**config.mk**
```make
export PLATFORM = sky130hd
export DESIGN_NAME = divider
export DESIGN_NICKNAME = d
export VERILOG_FILES = /design/src/rtl/divider_pkg.sv /design/src/rtl/divider_step.sv /design/src/rtl/divider.sv
export SDC_FILE = /design/constraint.sdc
export NUM_CORES = 1
export LEC_CHECK = 0
export ABC_AREA = 0
export BUFFER_PORTS_ARGS = -buffer_cell sky130_fd_sc_hd__buf_2
export CAP_MARGIN = 20
export CORE_MARGIN = 2
export CORE_UTILIZATION = 54
export CTS_CLUSTER_SIZE = 16
export DETAILED_ROUTE_END_ITERATION = 10
export GPL_TIMING_DRIVEN = 0
export PLACE_DENSITY = 0.82
export RECOVER_POWER = 25
export SLEW_MARGIN = 20
export SYNTH_ARGS = -nofsm -noshare
export SYNTH_HDL_FRONTEND = slang
export SYNTH_SLANG_ARGS = --single-unit
```
**constraint.sdc**
```tcl
create_clock -name clock -period 5.27 [get_ports clock]
set_clock_uncertainty 0.15 [all_clocks]
set_input_delay 0.527 -clock clock [delete_from_list [all_inputs] [get_ports clock]]
set_output_delay 0.527 -clock clock [all_outputs]
set_load 0.005 [all_outputs]
```
**src/rtl/divider_pkg.sv**
```systemverilog
// Shared types and constants for the sequential radix-2 restoring divider.
package divider_pkg;

  localparam int unsigned DIV_WIDTH      = 32;
  localparam int unsigned DIV_ITERATIONS = 32;
  localparam int unsigned DIV_CNT_W      = 6;

  localparam logic [DIV_WIDTH-1:0] DIV_BY_ZERO_QUOTIENT = 32'hFFFF_FFFF;

  typedef enum logic [1:0] {
    StIdle,
    StCompute,
    StFinish
  } div_state_e;

  // Magnitude of an operand; only negated when the operation is signed.
  function automatic logic [DIV_WIDTH-1:0] div_abs(input logic [DIV_WIDTH-1:0] value,
                                                   input logic                 is_signed);
    return (is_signed && value[DIV_WIDTH-1]) ? (~value + 1'b1) : value;
  endfunction

endpackage

```
**src/rtl/divider_step.sv**
```systemverilog
// One restoring-division iteration: shift {rem, dq} left, trial-subtract, select.
module divider_step
  import divider_pkg::*;
(
  input  logic [DIV_WIDTH:0]   rem,
  input  logic [DIV_WIDTH-1:0] dq,
  input  logic [DIV_WIDTH-1:0] divisor,
  output logic [DIV_WIDTH:0]   rem_next,
  output logic [DIV_WIDTH-1:0] dq_next
);

  logic [DIV_WIDTH+1:0] shifted;
  logic [DIV_WIDTH+1:0] trial;

  always_comb begin
    shifted = {rem, dq[DIV_WIDTH-1]};
    // One guard bit above the 33-bit remainder so the sign of the trial is exact.
    trial   = shifted - {2'b00, divisor};
    if (!trial[DIV_WIDTH+1]) begin
      rem_next = trial[DIV_WIDTH:0];
      dq_next  = {dq[DIV_WIDTH-2:0], 1'b1};
    end else begin
      rem_next = shifted[DIV_WIDTH:0];
      dq_next  = {dq[DIV_WIDTH-2:0], 1'b0};
    end
  end

endmodule

```
**src/rtl/divider.sv**
```systemverilog
// Sequential 32-bit signed/unsigned divider with start/busy/done handshake.
module divider
  import divider_pkg::*;
#(
  parameter int unsigned WIDTH = DIV_WIDTH
) (
  input  logic             clock,
  input  logic             reset,
  input  logic             start,
  input  logic             isSigned,
  input  logic [WIDTH-1:0] dividend,
  input  logic [WIDTH-1:0] divisor,
  output logic             busy,
  output logic             done,
  output logic [WIDTH-1:0] quotient,
  output logic [WIDTH-1:0] remainder,
  output logic             divByZero
);

  div_state_e           state_q;
  logic [WIDTH:0]       rem_q;
  logic [WIDTH-1:0]     dq_q;
  logic [WIDTH-1:0]     divisor_q;
  logic [DIV_CNT_W-1:0] count_q;
  logic                 neg_quot_q;
  logic                 neg_rem_q;
  logic                 dbz_q;

  logic [WIDTH:0]       rem_next;
  logic [WIDTH-1:0]     dq_next;

  divider_step u_step (
    .rem      (rem_q),
    .dq       (dq_q),
    .divisor  (divisor_q),
    .rem_next (rem_next),
    .dq_next  (dq_next)
  );

  always_ff @(posedge clock or posedge reset) begin
    if (reset) begin
      state_q    <= StIdle;
      busy       <= 1'b0;
      done       <= 1'b0;
      quotient   <= '0;
      remainder  <= '0;
      divByZero  <= 1'b0;
      rem_q      <= '0;
      dq_q       <= '0;
      divisor_q  <= '0;
      count_q    <= '0;
      neg_quot_q <= 1'b0;
      neg_rem_q  <= 1'b0;
      dbz_q      <= 1'b0;
    end else begin
      unique case (state_q)
        StIdle: begin
          done <= 1'b0;
          busy <= 1'b0;
          if (start) begin
            busy       <= 1'b1;
            neg_quot_q <= isSigned & (dividend[WIDTH-1] ^ divisor[WIDTH-1]);
            neg_rem_q  <= isSigned & dividend[WIDTH-1];
            rem_q      <= '0;
            count_q    <= '0;
            divisor_q  <= div_abs(divisor, isSigned);
            if (divisor == '0) begin
              // Keep the raw dividend: it is returned unmodified as the remainder.
              dbz_q   <= 1'b1;
              dq_q    <= dividend;
              state_q <= StFinish;
            end else begin
              dbz_q   <= 1'b0;
              dq_q    <= div_abs(dividend, isSigned);
              state_q <= StCompute;
            end
          end
        end

        StCompute: begin
          rem_q   <= rem_next;
          dq_q    <= dq_next;
          count_q <= count_q + 1'b1;
          if (count_q == DIV_CNT_W'(DIV_ITERATIONS - 1)) begin
            state_q <= StFinish;
          end
        end

        StFinish: begin
          done      <= 1'b1;
          divByZero <= dbz_q;
          if (dbz_q) begin
            quotient  <= DIV_BY_ZERO_QUOTIENT;
            remainder <= dq_q;
          end else begin
            quotient  <= neg_quot_q ? (~dq_q + 1'b1) : dq_q;
            remainder <= neg_rem_q ? (~rem_q[WIDTH-1:0] + 1'b1) : rem_q[WIDTH-1:0];
          end
          state_q <= StIdle;
        end

        default: state_q <= StIdle;
      endcase
    end
  end

endmodule

```
== After elaboration in Yosys (flattened, before gate mapping) ==
Index checks and enable logic that the tools add are counted.

* Add/subtract/negate cells: 6
* Div/mod/pow operators: 0
* Multipliers: 0
* Multiplexer cells: 22
* Bitwise gates (word level): 7
* Reductions and logical operators: 9
* Equal/unequal tests: 5
* Shifts and indexed selects: 0
* $lt $le $gt $ge: 0

{| class="wikitable"
|+ Operators by type and width
! kind !! number
|-
| 2-to-1 mux 32 bit || 8
|-
| adder 32 x 1 -> 32 bit (second input constant) || 4
|-
| NOT 32 bit || 4
|-
| 2-to-1 mux 33 bit || 2
|-
| case mux 33 bit (2 select lines) || 1
|-
| case mux 32 bit (2 select lines) || 1
|-
| subtractor 34 x 32 -> 34 bit || 1
|-
| zero test 32 bit || 1
|-
| case mux 6 bit (2 select lines) || 1
|-
| adder 6 x 1 -> 6 bit (second input constant) || 1
|-
| equality test 6 x 5 -> 1 bit (second input constant) || 1
|-
| 2-to-1 mux 2 bit || 3
|-
| 2-to-1 mux 6 bit || 1
|-
| AND reduction 2 bit || 3
|-
| inequality test 2 bit (second input constant) || 2
|-
| case mux 2 bit (2 select lines) || 1
|-
| nonzero test 2 bit || 2
|-
| 2-to-1 mux 1 bit || 3
|-
| AND 1 bit || 2
|-
| equality test 2 x 1 -> 1 bit (second input constant) || 1
|-
| equality test 2 bit (second input constant) || 1
|-
| logical AND 1 bit || 2
|-
| zero test 2 bit || 1
|-
| case mux 1 bit (2 select lines) || 1
|-
| XOR 1 bit || 1
|}

* Word-level logic and storage cells: 62
* Bits of input ports: 68
* Memory bits (writable): 0
* Bits in latches: 0
* Bits in read-only memories: 0
* Memories: 0
* Register bits after elaboration: 175
* Output and inout bits: 67

== Depth between registers and ports, before layout ==
Gate-level depths: netlist of the first run.

* Depth after elaboration: 6
* Gate-level depth with buffers: 13
* Gate-level depth less buffers: 13

== Cells and area by module ==
From an unflattened synthesis of the first run, not the netlist that was laid out.

* Cells, all modules: 1460
* Area, all modules: 11962.7 um^2

{| class="wikitable"
|+ By module, submodules not included
! module !! seq. area each (um^2) !! instances !! cells each !! area an instance (um^2)
|-
| divider || 4379.2 || 1 || 1101 || 9559.2
|-
| divider_step || 0.0 || 1 || 359 || 2403.6
|}

== Worst setup path before layout of the first run ==
OpenSTA, ideal clock, no wires.

* Path kind: reg-to-reg
* Start point: register rem_q[7]
* End point: register rem_q[2]
* Path slack: 2.218 ns
* Path buffers: 2
* Cell stages (with the launch flop): 13
* Required time: 4.998 ns
* Library setup time: 0.122 ns
* Arrival: 2.780 ns
* Clock period less this slack: 3.052 ns
* Path through: dfrtp_1 -> ha_1 -> clkbuf_1 -> a21oi_1 -> o21ai_1 -> a31o_1 -> a21oi_1 -> a21oi_1 -> a41oi_2 -> xor2_1 -> buf_4 -> nand2_1 -> a32o_1

* Cells in the longest elaborated chain, start to end: 3

{| class="wikitable"
|+ Ends and longest elaborated chain
! what !! line !! text
|-
| start, declared || divider.sv:21 || <nowiki>logic [WIDTH:0] rem_q;</nowiki>
|-
| start signal, assigned || divider.sv:81 || <nowiki>rem_q <= rem_next;</nowiki>
|-
| subtractor 34 x 32 -> 34 bit || divider_step.sv:18 || <nowiki>trial = shifted - {2'b00, divisor};</nowiki>
|-
| 2-to-1 mux 33 bit || divider_step.sv:19 || <nowiki>if (!trial[DIV_WIDTH+1]) begin</nowiki>
|-
| case mux 33 bit (2 select lines) || divider.sv:56 || <nowiki>unique case (state_q)</nowiki>
|}

No other way between the ends.
A chain may end at the register's enable or synchronous reset.

== Final worst setup path of the first run ==
* Start point: register dq_q[31]
* End point: register rem_q[12]

* Cells in the longest elaborated chain, start to end: 3

{| class="wikitable"
|+ Ends and longest elaborated chain
! what !! line !! text
|-
| start, declared || divider.sv:22 || <nowiki>logic [WIDTH-1:0] dq_q;</nowiki>
|-
| start signal, assigned || divider.sv:70 || <nowiki>dq_q <= dividend;</nowiki>
|-
| start signal, assigned || divider.sv:74 || <nowiki>dq_q <= div_abs(dividend, isSigned);</nowiki>
|-
| start signal, assigned || divider.sv:82 || <nowiki>dq_q <= dq_next;</nowiki>
|-
| subtractor 34 x 32 -> 34 bit || divider_step.sv:18 ||
|-
| 2-to-1 mux 33 bit || divider_step.sv:19 ||
|-
| case mux 33 bit (2 select lines) || divider.sv:56 ||
|}

No other way between the ends.

==> flow_summary.toml, run 1 <==
[outcome]
status = "complete, but fails checks"
violations = "max-capacitance violations, max-slew violations"

[final_layout]
layout_common_cells = "nand2_1, dfrtp_1, buf_2"
nets = 1668
drive_gt1_share_pct = 13.3
antenna_cells = 0
area_growth_syn_to_layout_pct = 14.1
finalInstanceArea_um2 = 13300
layout_commonest_cell = "nand2_1"

[detailed_routing]
wl_per_cell_um = 19.3
viasPerCell = 6.11
drc = 0
first_iter_violations = 1331
drtPass1Iterations = 5
detail-route-antenna-nets = 0
wirelength_um = 35700
via_count = 11300

[clock_tree]
post_cts_buffers = 0
clk_latency_ns = 0.44
cts_tree = "yes"
cts_root_buf = "clkbuf_16"
h-tree-depth = 4
clk_path_buf_depth = 2
cts_resized = 0
numCtsBuffers = 17
numClockSinks = 175
clk_pin_slew_worst_paths_ns = 0.08
hold_buffers = 0

[logic_synthesis]
synth_seq_area_share_pct = 37.7
synth_top_area_share_pct = 37.7
synth_edf_count = 0
yosysUniqueCellTypes = 79
avgSynthCellArea_um2 = 8.28
synth.net_count = 1510
synth-warning-count = 0
synth.area.top_cells = "dfrtp_1, xor2_1, nand2_1"
synthArstFlopShare_pct = 100
synth_ff_type = "dfrtp_1"
netlist_area_um2 = 11600
synth-seq-cells = 175
synthCells = 1404
yosys.area.top_type = "dfrtp_1"

[placed_design]
dpl-instance-area_um2 = 12800
hpwl_um = 27600
dp_slack_ns = 1.38
io_buffer_count = 134
gp_congestion = 0.968

[sta]
hold_viol_final = 0
relSlewSlack_pct = -19.9
post-route-min-period_ns = 4.11
rsz0062_at_grt = "false"
worst_pin_slew_ns = 1.80
setup_viol = 0
max_freq_mhz = 243
tns_ns = 0
finalMaxSlewViolations = 91
period_share_pct = 78.1
setup_ws_ns = 1.16

[floorplan]
coreArea_um2 = 21100
initial_core_util_pct = 55.1
dieArea_um2 = 22700
fp.dieH_um = 151
rows = 53
num_io_pins = 135
die_w_um = 151

[worst_setup_path]
worstPathRequired_ns = 5.47
crit_type = "flop to flop"
crit_arrival_ns = 4.32
cp-end-kind = "flop"
rr_endpoint = "rem_q[12]"
critPathCapture = "rem_q[12]"
crit_path_start = "dq_q[31]"
r2r_cells = 11
start_kind = "flop"
rr_startpoint = "dq_q[31]"
path_max_fanout = 8
rrSetupSlack_ns = 1.16

[global_route]
grt_max_degree = 36
antenna_found_initial = 1
grt_pass1_vias = 11000
grt_pass1_wl_um = 57200
grtUsageTotal_pct = 32.3
grt_overflow = 0

[pwr]
peakVddDrop_mv = 0.325
total_power_uw = 9150
p_per_area_nw_per_um2 = 690
leakagePower_uw = 0.00583

[hold_path]
min-delay-path-class = "input port to async pin"

[job]
cap_violations = 3
==> state kept, by name (all words and copies together) (netlist names) <==
name	count
state_q	2
dbz_q	1
divByZero	1
divisor_q	32
quotient	32
dq_q	32
count_q	6
rem_q	33
neg_rem_q	1
neg_quot_q	1
busy	1
done	1
remainder	32
==> layer usage <==
metal	GRT usage, %	vias up	share of wire [%]
li1	-	5300	-
met1	42.0	5213	40
met2	52.1	671	46
met3	5.70	113	9.8
met4	15.7	0	4.3
met5	0	-	0
==> final cells by class <==
cell class / count / area, um^2
Buffer: 84 / 338
Fill cell: 1834 / 7830
Timing Repair Buffer: 139 / 722
Tap cell: 275 / 344
Sequential cell: 175 / 4380
Clock inverter: 14 / 123
Multi-Input combinational cell: 1093 / 6720
Clock buffer: 18 / 439
Inverter: 52 / 196
==> cells in the mapped netlist, types with 9 or more instances <==
library cell  instances
a21o_1               12
a21oi_1             130
a31oi_1               9
a32oi_1              14
and3_1                9
clkbuf_1             69
dfrtp_1             175
ha_1                 37
inv_1                49
mux2i_1               9
nand2_1             182
nand2b_1             14
nand3_1              37
nor2_1              110
nor2b_1              10
nor3_1               13
o21ai_0             123
o21ai_1              35
o22ai_1              18
o311ai_1             16
o31ai_1              25
o41ai_1              12
or3_1                22
or4_1                11
xnor2_1              65
xor2_1               85
==> through the flow <==
| step | util [%] | hold WS, ns | instances |
|---|---|---|---|
| after detailed placement | 60.5 | 0.314 | 1818 |
| after global placement | 60.0 | 0.306 | 1813 |
| final | 62.9 | 0.103 | 1850 |
| after floorplan | - | 0.300 | 1404 |
| after CTS | 63.1 | 0.00651 | 1850 |
| after global routing | 62.9 | 0.174 | 1850 |
==> worst min-delay path by stage <==
stage | endpoint | slack [ns] | cells after the start
finish | dq_q[6] | 0.10 | 2
detailed placement | remainder[20] | 0.31 | 2
CTS | dq_q[6] | 0.007 | 2
global placement | remainder[20] | 0.31 | 2
floorplan | divisor_q[10] | 0.30 | 2
global route | count_q[4] | 0.17 | 2
==> power by group <==
group | total [uW] | switching, uW | internal [uW]
Combinational | 5420 | 3260 | 2150
Clock | 1230 | 600 | 635
Sequential | 2500 | 655 | 1850
Total | 9150 | 4520 | 4640
==> cell families (layout without fill, tap and decap cells) <==
| kind of cell | Yosys count | count (layout) | share of synthesized area, % |
|---|---|---|---|
| AND/OR/NAND/NOR | 455 | 455 | 18.5 |
| AO/OA/AOI/OAI | 440 | 440 | 22.9 |
| flip-flops | 175 | 175 | 37.7 |
| XOR/XNOR | 151 | 151 | 11.4 |
| buffers and inverters | 136 | 307 | 4.58 |
| adder cells (fa/ha/maj) | 38 | 38 | 4.15 |
| multiplexers | 9 | 9 | 0.775 |
==> worst max-delay path, stage by stage (launching register included) <==
cell and delay (ns):
dfrtp_1 0.50, inv_1 0.16, ha_1 0.24, nor2b_1 0.16, o2111ai_1 0.16, a21boi_1 0.34, a21oi_1 0.19, a21oi_1 0.60
a41oi_2 0.32, xnor2_2 0.61, nand2_1 0.37, o21ai_1 0.23
No activity file was read; power rests on OpenSTA's default activity.
==> inputs of run 2 (changes only) <==
--- a/config.mk
+++ b/config.mk
@@ -9,11 +9,11 @@
 export BUFFER_PORTS_ARGS = -buffer_cell sky130_fd_sc_hd__buf_2
 export CAP_MARGIN = 20
 export CORE_MARGIN = 2
-export CORE_UTILIZATION = 54
+export CORE_UTILIZATION = 59
 export CTS_CLUSTER_SIZE = 16
 export DETAILED_ROUTE_END_ITERATION = 10
 export GPL_TIMING_DRIVEN = 0
-export PLACE_DENSITY = 0.82
+export PLACE_DENSITY = 0.84
 export RECOVER_POWER = 25
 export SLEW_MARGIN = 20
 export SYNTH_ARGS = -nofsm -noshare
==> constraint.sdc (replaced) <==
create_clock -name clock -period 4.2 [get_ports clock]
set_clock_uncertainty 0.15 [all_clocks]
set_input_delay 0.42 -clock clock [delete_from_list [all_inputs] [get_ports clock]]
set_output_delay 0.42 -clock clock [all_outputs]
set_load 0.005 [all_outputs]
==> run 2 against run 1 <==
  * Setup slack worse by 0.98 ns
  * Highest routed layer unchanged
  * Clock power grew 28%
  * Global-route usage grew 1.0 points
  * Largest cell class unchanged
  * The run still ends with max-capacitance violations, max-slew violations left
  * Die area fell by 8.3%
  * Sequential cell count unchanged
  * Total power is 24% higher
  * Critical path type unchanged
  * Sequential share of layout area about the same
  * Utilization rose by 5.4 points
  * Wire length fell by 4.9%
  * Via count shrank 0.39%
  * Design area is 0.10% lower
  * Critical path depth unchanged
==> flow_summary.toml, run 2 (synthesis results as in run 1) <==
[final_layout]
drive_gt1_share_pct = 13.3
nets = 1669
multi_input_area_um2 = 6720
n_fill_cell = 1603
layout_common_cells = "nand2_1, dfrtp_1, buf_2"
largest_reg_flops = 33
area_growth_syn_to_layout_pct = 13.9
register_area_um2 = 4380
finalInstanceArea_um2 = 13200
regMostFlops = "rem_q"
layout_commonest_cell = "nand2_1"

[floorplan]
coreArea_um2 = 19400
dieArea_um2 = 20800
num_io_pins = 135
initial_core_util_pct = 59.9
die_w_um = 144
rows = 51
fp.dieH_um = 144

[global_route]
grt_pass1_vias = 10800
grt_pass1_wl_um = 54300
grtUsageTotal_pct = 33.3
antenna_found_initial = 0
grt_max_degree = 35
grt_overflow = 0

[placed_design]
gp_congestion = 0.937
io_buffer_count = 134
dp_slack_ns = 0.373
dpl-instance-area_um2 = 12700
hpwl_um = 26200

[clock_tree]
cts_tree = "yes"
clk_latency_ns = 0.45
numClockSinks = 175
cts_root_buf = "clkbuf_16"
h-tree-depth = 4
clk_pin_slew_worst_paths_ns = 0.07
hold_buffers = 1
numCtsBuffers = 17
clk_path_buf_depth = 2
post_cts_buffers = 0
cts_resized = 0

[sta]
hold_ws_ns = 0.110
post-route-min-period_ns = 4.02
rsz0062_at_grt = "false"
max_freq_mhz = 249
setup_ws_ns = 0.177
finalMaxSlewViolations = 133
period_share_pct = 95.8
hold_viol_final = 0
setup_viol = 0
tns_ns = 0
worst_pin_slew_ns = 1.85
relSlewSlack_pct = -23.5

[outcome]
status = "complete, but fails checks"
violations = "max-capacitance violations, max-slew violations"

[hold_path]
min-delay-path-class = "input port to flop"

[pwr]
power.share.clock_pct = 13.8
total_power_uw = 11400
p_seq_share_pct = 27.0
intPower_uw = 5810
power_switching_uw = 5570
peakVddDrop_mv = 0.448
p_comb_share_pct = 59.2
p_sw_share_pct = 48.9
p_per_area_nw_per_um2 = 859
leakagePower_uw = 0.00583

[worst_setup_path]
path_max_fanout = 8
crit_arrival_ns = 4.24
cp-end-kind = "flop"
worstPathRequired_ns = 4.42
cp_slowest_stage_delay_ns = 0.62
crit_chain = "ha_1 -> clkbuf_1 -> nand2_1 -> o21ai_1 -> a31o_1 -> a21oi_1 -> a21oi_1 -> a41oi_2 -> xnor2_2 -> nand2_1 -> o21ai_1"
start_kind = "flop"
crit_type = "flop to flop"
crit_slowest_cell = "a21oi_1"

[detailed_routing]
detail-route-antenna-nets = 0
via_count = 11300
viasPerCell = 6.11
drc = 0
wirelength_um = 34000
wl_per_cell_um = 18.4
first_iter_violations = 886
drtPass1Iterations = 6

[job]
cap_violations = 4
run 2: changes by cell type in the layout (fill, tap and decap cells not counted), sizes merged:
cell         before  now
buf             151  150
diode             0    1
dlygate4sd3       0    1
inv              59   60
run 2: layout make-up:
type,count,area share [%]
antenna,1,0.0189
clock inverter,15,1.05
timing repair buffer,140,5.40
inverter,52,1.48
buffer,84,2.55
tap,265,2.50
multi-input combinational,1093,50.7
sequential,175,33.1
clock buffer,17,3.21
run 2: worst max-delay path, delay by kind of cell (launching register included):
family / cells / cell delay [ns]
AND/OR/NAND/NOR: 2 / 0.51
adder cells (fa/ha/maj): 1 / 0.32
flip-flops: 1 / 0.47
buffers and inverters: 1 / 0.30
AO/OA/AOI/OAI: 6 / 1.70
XOR/XNOR: 1 / 0.48
run 2: power groups by stage:
stage          Combinational, uW  Sequential (uW)  Clock (uW)
4_1_cts                     6630             3030        1550
5_1_grt                     7480             3140        1620
2_1_floorplan               5070             2830           0
6_report                    6730             3070        1570
3_5_place_dp                6580             3060           0
3_3_place_gp                6400             3040           0
run 2: worst paths after layout:
kind	startpoint	endpoint	slack (ns)	cells past startpoint
max in group asynchronous	reset	dq_q[23]	1.37	4
worst max register to register	rem_q[7]	rem_q[16]	0.18	11
worst min-delay path	divisor[21]	divisor_q[21]	0.11	3
worst max-delay path	rem_q[7]	rem_q[16]	0.18	11
min in group asynchronous	reset	rem_q[4]	0.42	3
worst min register to register	remainder[12]	remainder[12]	0.33	2
run 2: layer usage:
layer	GRT usage, %	up-vias	share of wire, %
li1	-	5312	-
met1	41.7	5212	39
met2	54.9	602	46
met3	6.42	127	9.4
met4	17.4	0	5.3
met5	0	-	0
run 2: per-stage QoR:
step / instances / utilization (%)
2_1_floorplan: 1404 / -
3_3_place_gp: 1803 / 65.1
3_5_place_dp: 1808 / 65.6
4_1_cts: 1841 / 68.6
5_1_grt: 1841 / 68.3
6_report: 1842 / 68.3
